## src/rtl/genesis_gamepad_pkg.sv

```systemverilog
// Shared types and bit maps for the Genesis / Master System pad reader.
// Latency: n/a (types, constants and pure functions only).
// Backpressure: n/a.
package genesis_gamepad_pkg;

  // Detected pad kind, as driven on oGENPAD_TYPE (2'b11 is never produced).
  typedef enum logic [1:0] {
    PAD_MS   = 2'b00,
    PAD_GEN3 = 2'b01,
    PAD_GEN6 = 2'b10
  } pad_type_e;

  // Bit positions inside oGENPAD_DECODED (active-high buttons).
  localparam int BTN_R = 0;
  localparam int BTN_L = 1;
  localparam int BTN_D = 2;
  localparam int BTN_U = 3;
  localparam int BTN_A = 4;
  localparam int BTN_B = 5;
  localparam int BTN_C = 6;
  localparam int BTN_S = 7;
  localparam int BTN_M = 8;
  localparam int BTN_X = 9;
  localparam int BTN_Y = 10;
  localparam int BTN_Z = 11;

  // Bit positions inside iGENPAD (active-low pad lines).
  localparam int PAD_RIGHT_MODE = 0;
  localparam int PAD_LEFT_X     = 1;
  localparam int PAD_DOWN_Y     = 2;
  localparam int PAD_UP_Z       = 3;
  localparam int PAD_B_A        = 4;
  localparam int PAD_C_START    = 5;

  localparam int PAD_W      = 6;
  localparam int BTN_W      = 12;
  localparam int NUM_PHASES = 8;

  // Button set laid out exactly like oGENPAD_DECODED (z is bit 11, r is bit 0).
  typedef struct packed {
    logic z, y, x, m, s, c, b, a, u, d, l, r;
  } buttons_t;

  // Pad kind from the phase-1 and phase-5 detections.
  function automatic pad_type_e pad_kind(input logic gen, input logic six);
    if (!gen)      return PAD_MS;
    else if (!six) return PAD_GEN3;
    else           return PAD_GEN6;
  endfunction

  // Mask the captured buttons down to what the detected pad actually reports.
  function automatic buttons_t pad_result(input logic gen, input logic six,
                                          input buttons_t cap);
    buttons_t res;
    res = cap;
    if (!(gen && six)) begin
      res.z = 1'b0;
      res.y = 1'b0;
      res.x = 1'b0;
      res.m = 1'b0;
    end
    // A Master System pad has no Start/A; its phase-1 lines are meaningless.
    if (!gen) begin
      res.s = 1'b0;
      res.a = 1'b0;
    end
    return res;
  endfunction

endpackage

```

## src/rtl/genesis_gamepad_timer.sv

```systemverilog
// Poll-start and phase-end strobe generator for the pad sequencer.
// Latency: poll_start every POLL_CYCLES; phase_end after STEP_CYCLES cycles of step_en.
// Backpressure: none; free-running, step counter restarts whenever step_en drops.
module genesis_gamepad_timer #(
  parameter int POLL_CYCLES = 833_333,
  parameter int STEP_CYCLES = 500
) (
  input  logic iCLK,
  input  logic iRST,
  input  logic step_en,
  output logic poll_start,
  output logic phase_end
);

  localparam int PW = (POLL_CYCLES > 1) ? $clog2(POLL_CYCLES) : 1;
  localparam int SW = (STEP_CYCLES > 1) ? $clog2(STEP_CYCLES) : 1;
  localparam logic [PW-1:0] POLL_LAST = PW'(POLL_CYCLES - 1);
  localparam logic [SW-1:0] STEP_LAST = SW'(STEP_CYCLES - 1);

  logic [PW-1:0] poll_cnt;
  logic [SW-1:0] step_cnt;

  assign poll_start = (poll_cnt == POLL_LAST);
  assign phase_end  = step_en && (step_cnt == STEP_LAST);

  // Free-running poll period counter; wraps on the poll-start cycle.
  always_ff @(posedge iCLK or posedge iRST) begin
    if (iRST)            poll_cnt <= '0;
    else if (poll_start) poll_cnt <= '0;
    else                 poll_cnt <= poll_cnt + 1'b1;
  end

  // Phase length counter; only runs while the sequencer is mid-poll.
  always_ff @(posedge iCLK or posedge iRST) begin
    if (iRST)                       step_cnt <= '0;
    else if (!step_en || phase_end) step_cnt <= '0;
    else                            step_cnt <= step_cnt + 1'b1;
  end

endmodule

```

## src/rtl/genesis_gamepad.sv

```systemverilog
// Genesis / Master System pad reader: 8-phase select sequence, detect and decode.
// Latency: results register one cycle after the phase-8 sample; held until the next poll.
// Backpressure: none. Optional 6-button support under macro GENPAD_SIX_BUTTON_EN.
module genesis_gamepad
  import genesis_gamepad_pkg::*;
#(
  parameter int POLL_CYCLES = 833_333,
  parameter int STEP_CYCLES = 500
) (
  input  logic              iCLK,
  input  logic              iRST,
  input  logic [PAD_W-1:0]  iGENPAD,
  output logic              oGENPAD_SELECT,
  output logic [1:0]        oGENPAD_TYPE,
  output logic [BTN_W-1:0]  oGENPAD_DECODED
);

  typedef enum logic {
    ST_IDLE = 1'b0,
    ST_POLL = 1'b1
  } state_e;

  logic [PAD_W-1:0] pad_meta, pad_sync;
  logic             poll_start, phase_end, step_en;

  state_e    state_q, state_d;
  logic [2:0] phase_q, phase_d;   // 0..7 stands for phases 1..8
  logic      sel_q, sel_d;
  logic      gen_q, gen_d;
  logic      six_q, six_d;
  buttons_t  cap_q, cap_d;
  pad_type_e type_q, type_d;
  buttons_t  dec_q, dec_d;

  assign step_en = (state_q == ST_POLL);

  genesis_gamepad_timer #(
    .POLL_CYCLES (POLL_CYCLES),
    .STEP_CYCLES (STEP_CYCLES)
  ) u_timer (
    .iCLK       (iCLK),
    .iRST       (iRST),
    .step_en    (step_en),
    .poll_start (poll_start),
    .phase_end  (phase_end)
  );

  // Two-flop synchronizer; lines idle high so reset to released.
  always_ff @(posedge iCLK or posedge iRST) begin
    if (iRST) begin
      pad_meta <= '1;
      pad_sync <= '1;
    end else begin
      pad_meta <= iGENPAD;
      pad_sync <= pad_meta;
    end
  end

  // Sequencer: advance phases on phase_end, capture samples, publish on phase 8.
  always_comb begin
    state_d = state_q;
    phase_d = phase_q;
    sel_d   = sel_q;
    gen_d   = gen_q;
    six_d   = six_q;
    cap_d   = cap_q;
    type_d  = type_q;
    dec_d   = dec_q;
    case (state_q)
      ST_IDLE: begin
        if (poll_start) begin
          state_d = ST_POLL;
          phase_d = 3'd0;
          sel_d   = 1'b0;
          gen_d   = 1'b0;
          six_d   = 1'b0;
          cap_d   = '0;
        end
      end
      ST_POLL: begin
        if (phase_end) begin
          case (phase_q)
            3'd0: begin
              gen_d   = (pad_sync[PAD_LEFT_X] == 1'b0) && (pad_sync[PAD_RIGHT_MODE] == 1'b0);
              cap_d.s = ~pad_sync[PAD_C_START];
              cap_d.a = ~pad_sync[PAD_B_A];
            end
            3'd1: begin
              cap_d.c = ~pad_sync[PAD_C_START];
              cap_d.b = ~pad_sync[PAD_B_A];
              cap_d.u = ~pad_sync[PAD_UP_Z];
              cap_d.d = ~pad_sync[PAD_DOWN_Y];
              cap_d.l = ~pad_sync[PAD_LEFT_X];
              cap_d.r = ~pad_sync[PAD_RIGHT_MODE];
            end
`ifdef GENPAD_SIX_BUTTON_EN
            3'd4: begin
              // A 6-button pad pulls all four direction lines low on this phase.
              six_d = gen_q && (pad_sync[PAD_UP_Z:PAD_RIGHT_MODE] == 4'b0000);
            end
            3'd5: begin
              if (six_q) begin
                cap_d.z = ~pad_sync[PAD_UP_Z];
                cap_d.y = ~pad_sync[PAD_DOWN_Y];
                cap_d.x = ~pad_sync[PAD_LEFT_X];
                cap_d.m = ~pad_sync[PAD_RIGHT_MODE];
              end
            end
`endif
            3'd7: begin
              type_d = pad_kind(gen_q, six_q);
              dec_d  = pad_result(gen_q, six_q, cap_q);
            end
            default: ;
          endcase
          if (phase_q == 3'd7) begin
            state_d = ST_IDLE;
            sel_d   = 1'b1;
          end else begin
            phase_d = phase_q + 3'd1;
            sel_d   = ~sel_q;
          end
        end
      end
      default: state_d = ST_IDLE;
    endcase
  end

  // Sequencer and result registers; reset aborts any poll in flight.
  always_ff @(posedge iCLK or posedge iRST) begin
    if (iRST) begin
      state_q <= ST_IDLE;
      phase_q <= 3'd0;
      sel_q   <= 1'b1;
      gen_q   <= 1'b0;
      six_q   <= 1'b0;
      cap_q   <= '0;
      type_q  <= PAD_MS;
      dec_q   <= '0;
    end else begin
      state_q <= state_d;
      phase_q <= phase_d;
      sel_q   <= sel_d;
      gen_q   <= gen_d;
      six_q   <= six_d;
      cap_q   <= cap_d;
      type_q  <= type_d;
      dec_q   <= dec_d;
    end
  end

  assign oGENPAD_SELECT  = sel_q;
  assign oGENPAD_TYPE    = type_q;
  assign oGENPAD_DECODED = dec_q;

endmodule

```

## config.mk

```make
export PLATFORM = sky130hd
export DESIGN_NAME = genesis_gamepad
export DESIGN_NICKNAME = d
export VERILOG_FILES = /design/src/rtl/genesis_gamepad_pkg.sv /design/src/rtl/genesis_gamepad_timer.sv /design/src/rtl/genesis_gamepad.sv
export SDC_FILE = /design/constraint.sdc
export NUM_CORES = 1
export LEC_CHECK = 0
export BUFFER_PORTS_ARGS = -buffer_cell sky130_fd_sc_hd__buf_2
export CORE_UTILIZATION = 46
export CTS_BUF_LIST = sky130_fd_sc_hd__clkbuf_4 sky130_fd_sc_hd__clkbuf_8
export DETAILED_ROUTE_END_ITERATION = 8
export GPL_ROUTABILITY_DRIVEN = 1
export HOLD_SLACK_MARGIN = 0.02
export PLACE_DENSITY = 0.66
export REMOVE_ABC_BUFFERS = 1
export SLEW_MARGIN = 0
export SYNTH_ARGS = -nofsm -noshare
export SYNTH_HDL_FRONTEND = slang
export SYNTH_SLANG_ARGS = --single-unit
```

## constraint.sdc

```tcl
create_clock -name iCLK -period 2.69 [get_ports iCLK]
set_input_delay 0.807 -clock iCLK [delete_from_list [all_inputs] [get_ports iCLK]]
set_output_delay 0.807 -clock iCLK [all_outputs]
set_load 0.01 [all_outputs]
```

Word-level counts from Yosys, hierarchy flattened. Index checks and enable logic that the tools add are counted.

Equality and inequality tests: 9. $add $sub $neg: 3. Reductions and logical operators: 10. Multiplexer cells: 27. Bitwise logic cells: 8.

Operators by type and width (count): 20-bit by 1-bit adder with 20-bit output (second input constant) (1); 20-bit == test (second input constant) (1); 20-bit 2-to-1 mux (1); 8-bit 2-to-1 mux (2); 8-bit case mux with 2 select lines (1); 1-bit 2-to-1 mux (13); 3-bit AND reduction (4); 9-bit by 1-bit adder with 9-bit output (second input constant) (1); 9-bit == test (second input constant) (1); 3-bit 2-to-1 mux (3); 9-bit 2-to-1 mux (1); 1-bit inverter (8); 2-bit by 1-bit inequality test with 1-bit output (second input constant) (3); 1-bit case mux with 2 select lines (3); 3-bit case mux with 2 select lines (1); 4-bit 2-to-1 mux (1); 2-bit inequality test (second input constant) (2); 3-bit by 1-bit adder with 3-bit output (second input constant) (1); 3-bit by 1-bit == test with 1-bit output (second input constant) (1); 3-bit == test (second input constant) (1); 3-bit zero test (1); 1-bit logical AND (2); 2-bit 2-to-1 mux (1); 2-bit AND reduction (1); other kinds (2) (2).

Logic and storage cells: 82. Register bits: 65.

Logic depth before layout (Yosys ltp).
Word-level depth: 5. Mapped depth: 7. Depth with buffers taken out: 6.

Cells and area by module. Synthesis repeated with hierarchy kept, for this count alone.

Cell total of the unflattened synthesis: 241. Area, all modules: 2800.2 µm².

By module, submodules not included: genesis_gamepad_timer (cells each 137, instances 1, area each 1425.1 µm²); genesis_gamepad (cells each 104, instances 1, area each 1375.1 µm²).

Worst setup path before layout. OpenSTA, ideal clock, no wires.

Path kind: register to register. From: register u_timer.step_cnt[0]. To: register dec_q, in the netlist oGENPAD_DECODED[0]. Required time: 2.565 ns. Buffers on the path: 1. Cell stages (with the launch flop): 6. Data arrival time: 1.418 ns. Library setup time: 0.125 ns. Setup slack: 1.147 ns. Path through: dfrtp_1 > ha_1 > and4bb_4 > nand4_4 > buf_6 > mux2_4.

Longest elaborated chain between the ends: 3.

Ends and longest elaborated chain: start, declared (line genesis_gamepad_timer.sv:21) `logic [SW-1:0] step_cnt;`; start signal, assigned (line genesis_gamepad_timer.sv:37) `else step_cnt <= step_cnt + 1'b1;`; 9-bit == test (line genesis_gamepad_timer.sv:24) `assign phase_end = step_en && (step_cnt == STEP_LAST);`; 1-bit logical AND (line genesis_gamepad_timer.sv:24); 3-bit AND reduction (no source line); end signal, assigned (line genesis_gamepad.sv:139) `dec_q <= '0;`; end signal, assigned (line genesis_gamepad.sv:148) `dec_q <= dec_d;`; end, declared (line genesis_gamepad.sv:33) `buttons_t dec_q, dec_d;`.

No other way between the ends. A chain may end at the register's enable or synchronous reset.

Final worst setup path.
From: register sel_q (netlist: oGENPAD_SELECT). To: output port oGENPAD_SELECT.

RTL lines: start, declared (line genesis_gamepad.sv:28) `logic sel_q, sel_d;`; start signal, assigned (line genesis_gamepad.sv:143) `sel_q <= sel_d;`; end, declared (line genesis_gamepad.sv:13) `output logic oGENPAD_SELECT,`.

No word-level cell between the ends.

==> results.toml <==
[outcome]
status = "finished clean"

[worst_setup_path]
crit_type = "flip-flop to primary output"
cp-startpoint = "oGENPAD_SELECT$_DFFE_PP1P_"
critical_path.slowest_cell = "dfstp_2"
crit_required_ns = 1.88
crit_chain = "buf_2"
r2r_slack_ns = 0.88
cp_max_fo = 4
r2r_start = "u_timer.poll_cnt[0]$_DFF_PP0_"
cpPeakStageDelay_ns = 0.55
cp_top_family = "flip-flops"
start_kind = "flip-flop"
path_buf_inv = 1
end_kind = "primary output"
arrival_ns = 1.02

[global_routing]
grt_pass1_wl_um = 8450
track_usage_pct = 17.2
grt_max_degree = 39
grt_overflow_total = 0
grt_pass1_vias = 1852
antenna_found_initial = 0

[detailed_routing]
post_drt_wl_per_cell_um = 14.2
firstDrtPassIters = 5
vias_per_cell = 5.30
vias = 1883
drtAntennaViolNets = 0
finalWirelength_um = 5060
drc = 0
drtIter0Drc = 104

[sta]
relSlewSlack_pct = 56.0
fin_ws_ns = 0.861
post-route-period-util_pct = 68.0
hold_slack_ns = 0.352
finalMaxSlewViolations = 0
fmax_mhz = 547
setup_viol = 0
rsz0062_at_grt = "false"
post-route-min-period_ns = 1.83
worst_pin_slew_ns = 0.659
tns_ns = 0
clock-skew-final_ns = 0.00857
hold_viol_final = 0

[clock_tree]
htreeDepth = 3
clk_transition_reported_paths_ns = 0.07
cts_buffers = 9
cts_tree = "done"
clock-sinks = 64
cts_max_path_buffers = 2
root_buffer = "clkbuf_8"
ctsHoldBuffers = 0
cts_resized = 0
clk_latency_ns = 0.34
cts_setup_buffers = 0

[cells_and_area]
layout.cells.non_filler = 355
diodes = 0
n_fill_cell = 514
nNetsFinal = 290
drive_gt1_share_pct = 25.0
fin_util_pct = 53.9
fin_area_sq_mm = 0.00327
syn2layout_area_growth_pct = 10.7

[job]
max-cap-violations = 0

[pwr]
combPwrFrac_pct = 1.7
p_switching_uw = 392
sw_frac_of_total_pct = 22.5
leakage_nw = 1.53
finalPower_mw = 1.74
pwr-share-clk_pct = 41.9
power_frac_seq_pct = 56.4
p_int_mw = 1.35
cellPowerDensity_mw_per_mm2 = 534
vdd_drop_max_mv = 0.423

[floorplanning]
fp.coreArea_sq_mm = 0.00606
initial_utilization_pct = 48.7
die_x_um = 82.1
io_pins = 23
rows = 28
die_y_um = 82.1
die-area_sq_mm = 0.00674

[place]
dpl_worst_slack_ns = 0.883
post_dp_cell_area_sq_mm = 0.00309
dp_cells = 339
io_buffers = 17
finalWeightedCongestion = 0.812
dp_hpwl_um = 3460

[yosys]
synthTopCellsByArea = "dfrtp_1 43%, dfstp_2 12%, xnor2_1 5.0%"
synth-seq-cells = 64
synthFlopType = "dfrtp_1"
synth.most_common_cell = "dfrtp_1"
synth_edf_count = 0
synthCells = 252
synth-seq-area-share_pct = 54.8
async_flop_share_pct = 100
yosysTopAreaCellShare_pct = 43.3
ys.warnings.count = 0
synthTopCellsByCount = "51 x dfrtp_1, 26 x nand2_1, 22 x nor2_1, 17 x xnor2_1, 13 x dfstp_2"
yosys.area.top_type = "dfrtp_1"
syn_avg_cell_area_sq_um = 11.7
ys_types = 50
syn_area_sq_mm = 0.00295

[worst_hold_path]
hp-start = "pad_meta[4]$_DFF_PP1_"
hp-class = "flip-flop to flip-flop"
sequential cells by signal (all words and copies together), names as in the netlist, 3 cells and up:
register and flops:
phase_q 3, oGENPAD_DECODED 8, u_timer.step_cnt 9, pad_meta 6, pad_sync 6, cap_q 8, u_timer.poll_cnt 20
routing by layer:
layer | GRT usage [%] | vias up | part of all wire (%)
met5 | 0 | - | 0
met4 | 5.96 | 0 | 1.2
met3 | 7.56 | 6 | 4.3
met2 | 28.3 | 34 | 48
li1 | - | 910 | -
met1 | 19.8 | 933 | 47
cells by family after synthesis:
family                     after synthesis  share of synthesized area, %
other                                    1                         0.127
xor gates and xnor gates                24                          7.12
AOI/OAI and AO/OA                       22                          4.84
buffers and inverters                   22                          4.11
and+or+nand+nor                        103                          22.0
adders and majority gates                7                          2.97
muxes                                    9                          3.99
DFF                                     64                          54.8
cell type report:
cell class / count / area, sq um / area share (%)
inverter: 12 / 45.0 / 1.38
multi-input combinational: 170 / 1230 / 37.5
timing repair buffer: 18 / 105 / 3.22
tap: 75 / 93.8 / 2.87
clock inverter: 5 / 32.5 / 0.996
clock buffer: 11 / 145 / 4.44
sequential: 64 / 1620 / 49.5
cell usage in the layout (no fill, tap or decap), types with 3 or more instances in the layout:
master | synthesis | final
a31o_1 | 3 | 3
mux2_4 | 5 | 5
conb_1 | 1 | 5
o22ai_1 | 10 | 10
nand3_1 | 8 | 8
xor2_1 | 7 | 7
ha_1 | 7 | 7
buf_2 | 1 | 17
nand4_1 | 11 | 11
dfrtp_1 | 51 | 51
nand2_1 | 26 | 26
clkbuf_8 | 0 | 10
nor2b_1 | 3 | 3
nor2_1 | 22 | 22
and4_1 | 3 | 3
xnor2_1 | 17 | 17
clkinvlp_4 | 0 | 3
nor3_1 | 3 | 3
inv_1 | 11 | 10
dfstp_2 | 13 | 13
path summary, 6_finish.rpt:
| path | to | depth (start not counted) |
|---|---|---|
| max | oGENPAD_SELECT | 1 |
| min | pad_sync[4]$_DFF_PP1_ | 0 |
| max in group asynchronous | oGENPAD_SELECT$_DFFE_PP1P_ | 3 |
| min in group asynchronous | oGENPAD_DECODED[2]$_DFFE_PP0P_ | 2 |
| min reg2reg | pad_sync[4]$_DFF_PP1_ | 0 |
| max reg2reg | phase_q[0]$_DFFE_PP0P_ | 6 |
power by group through the flow:
stage                     Sequential (mW)  Clock [mW]  Combinational (mW)
after floorplan                     0.998           0              0.0169
after global routing                0.983       0.794              0.0346
after global placement               1.00           0              0.0307
after detailed placement             1.00           0              0.0311
after CTS                           0.983       0.753              0.0311
final                               0.983       0.730              0.0297
No activity file was read; power rests on OpenSTA's default activity.
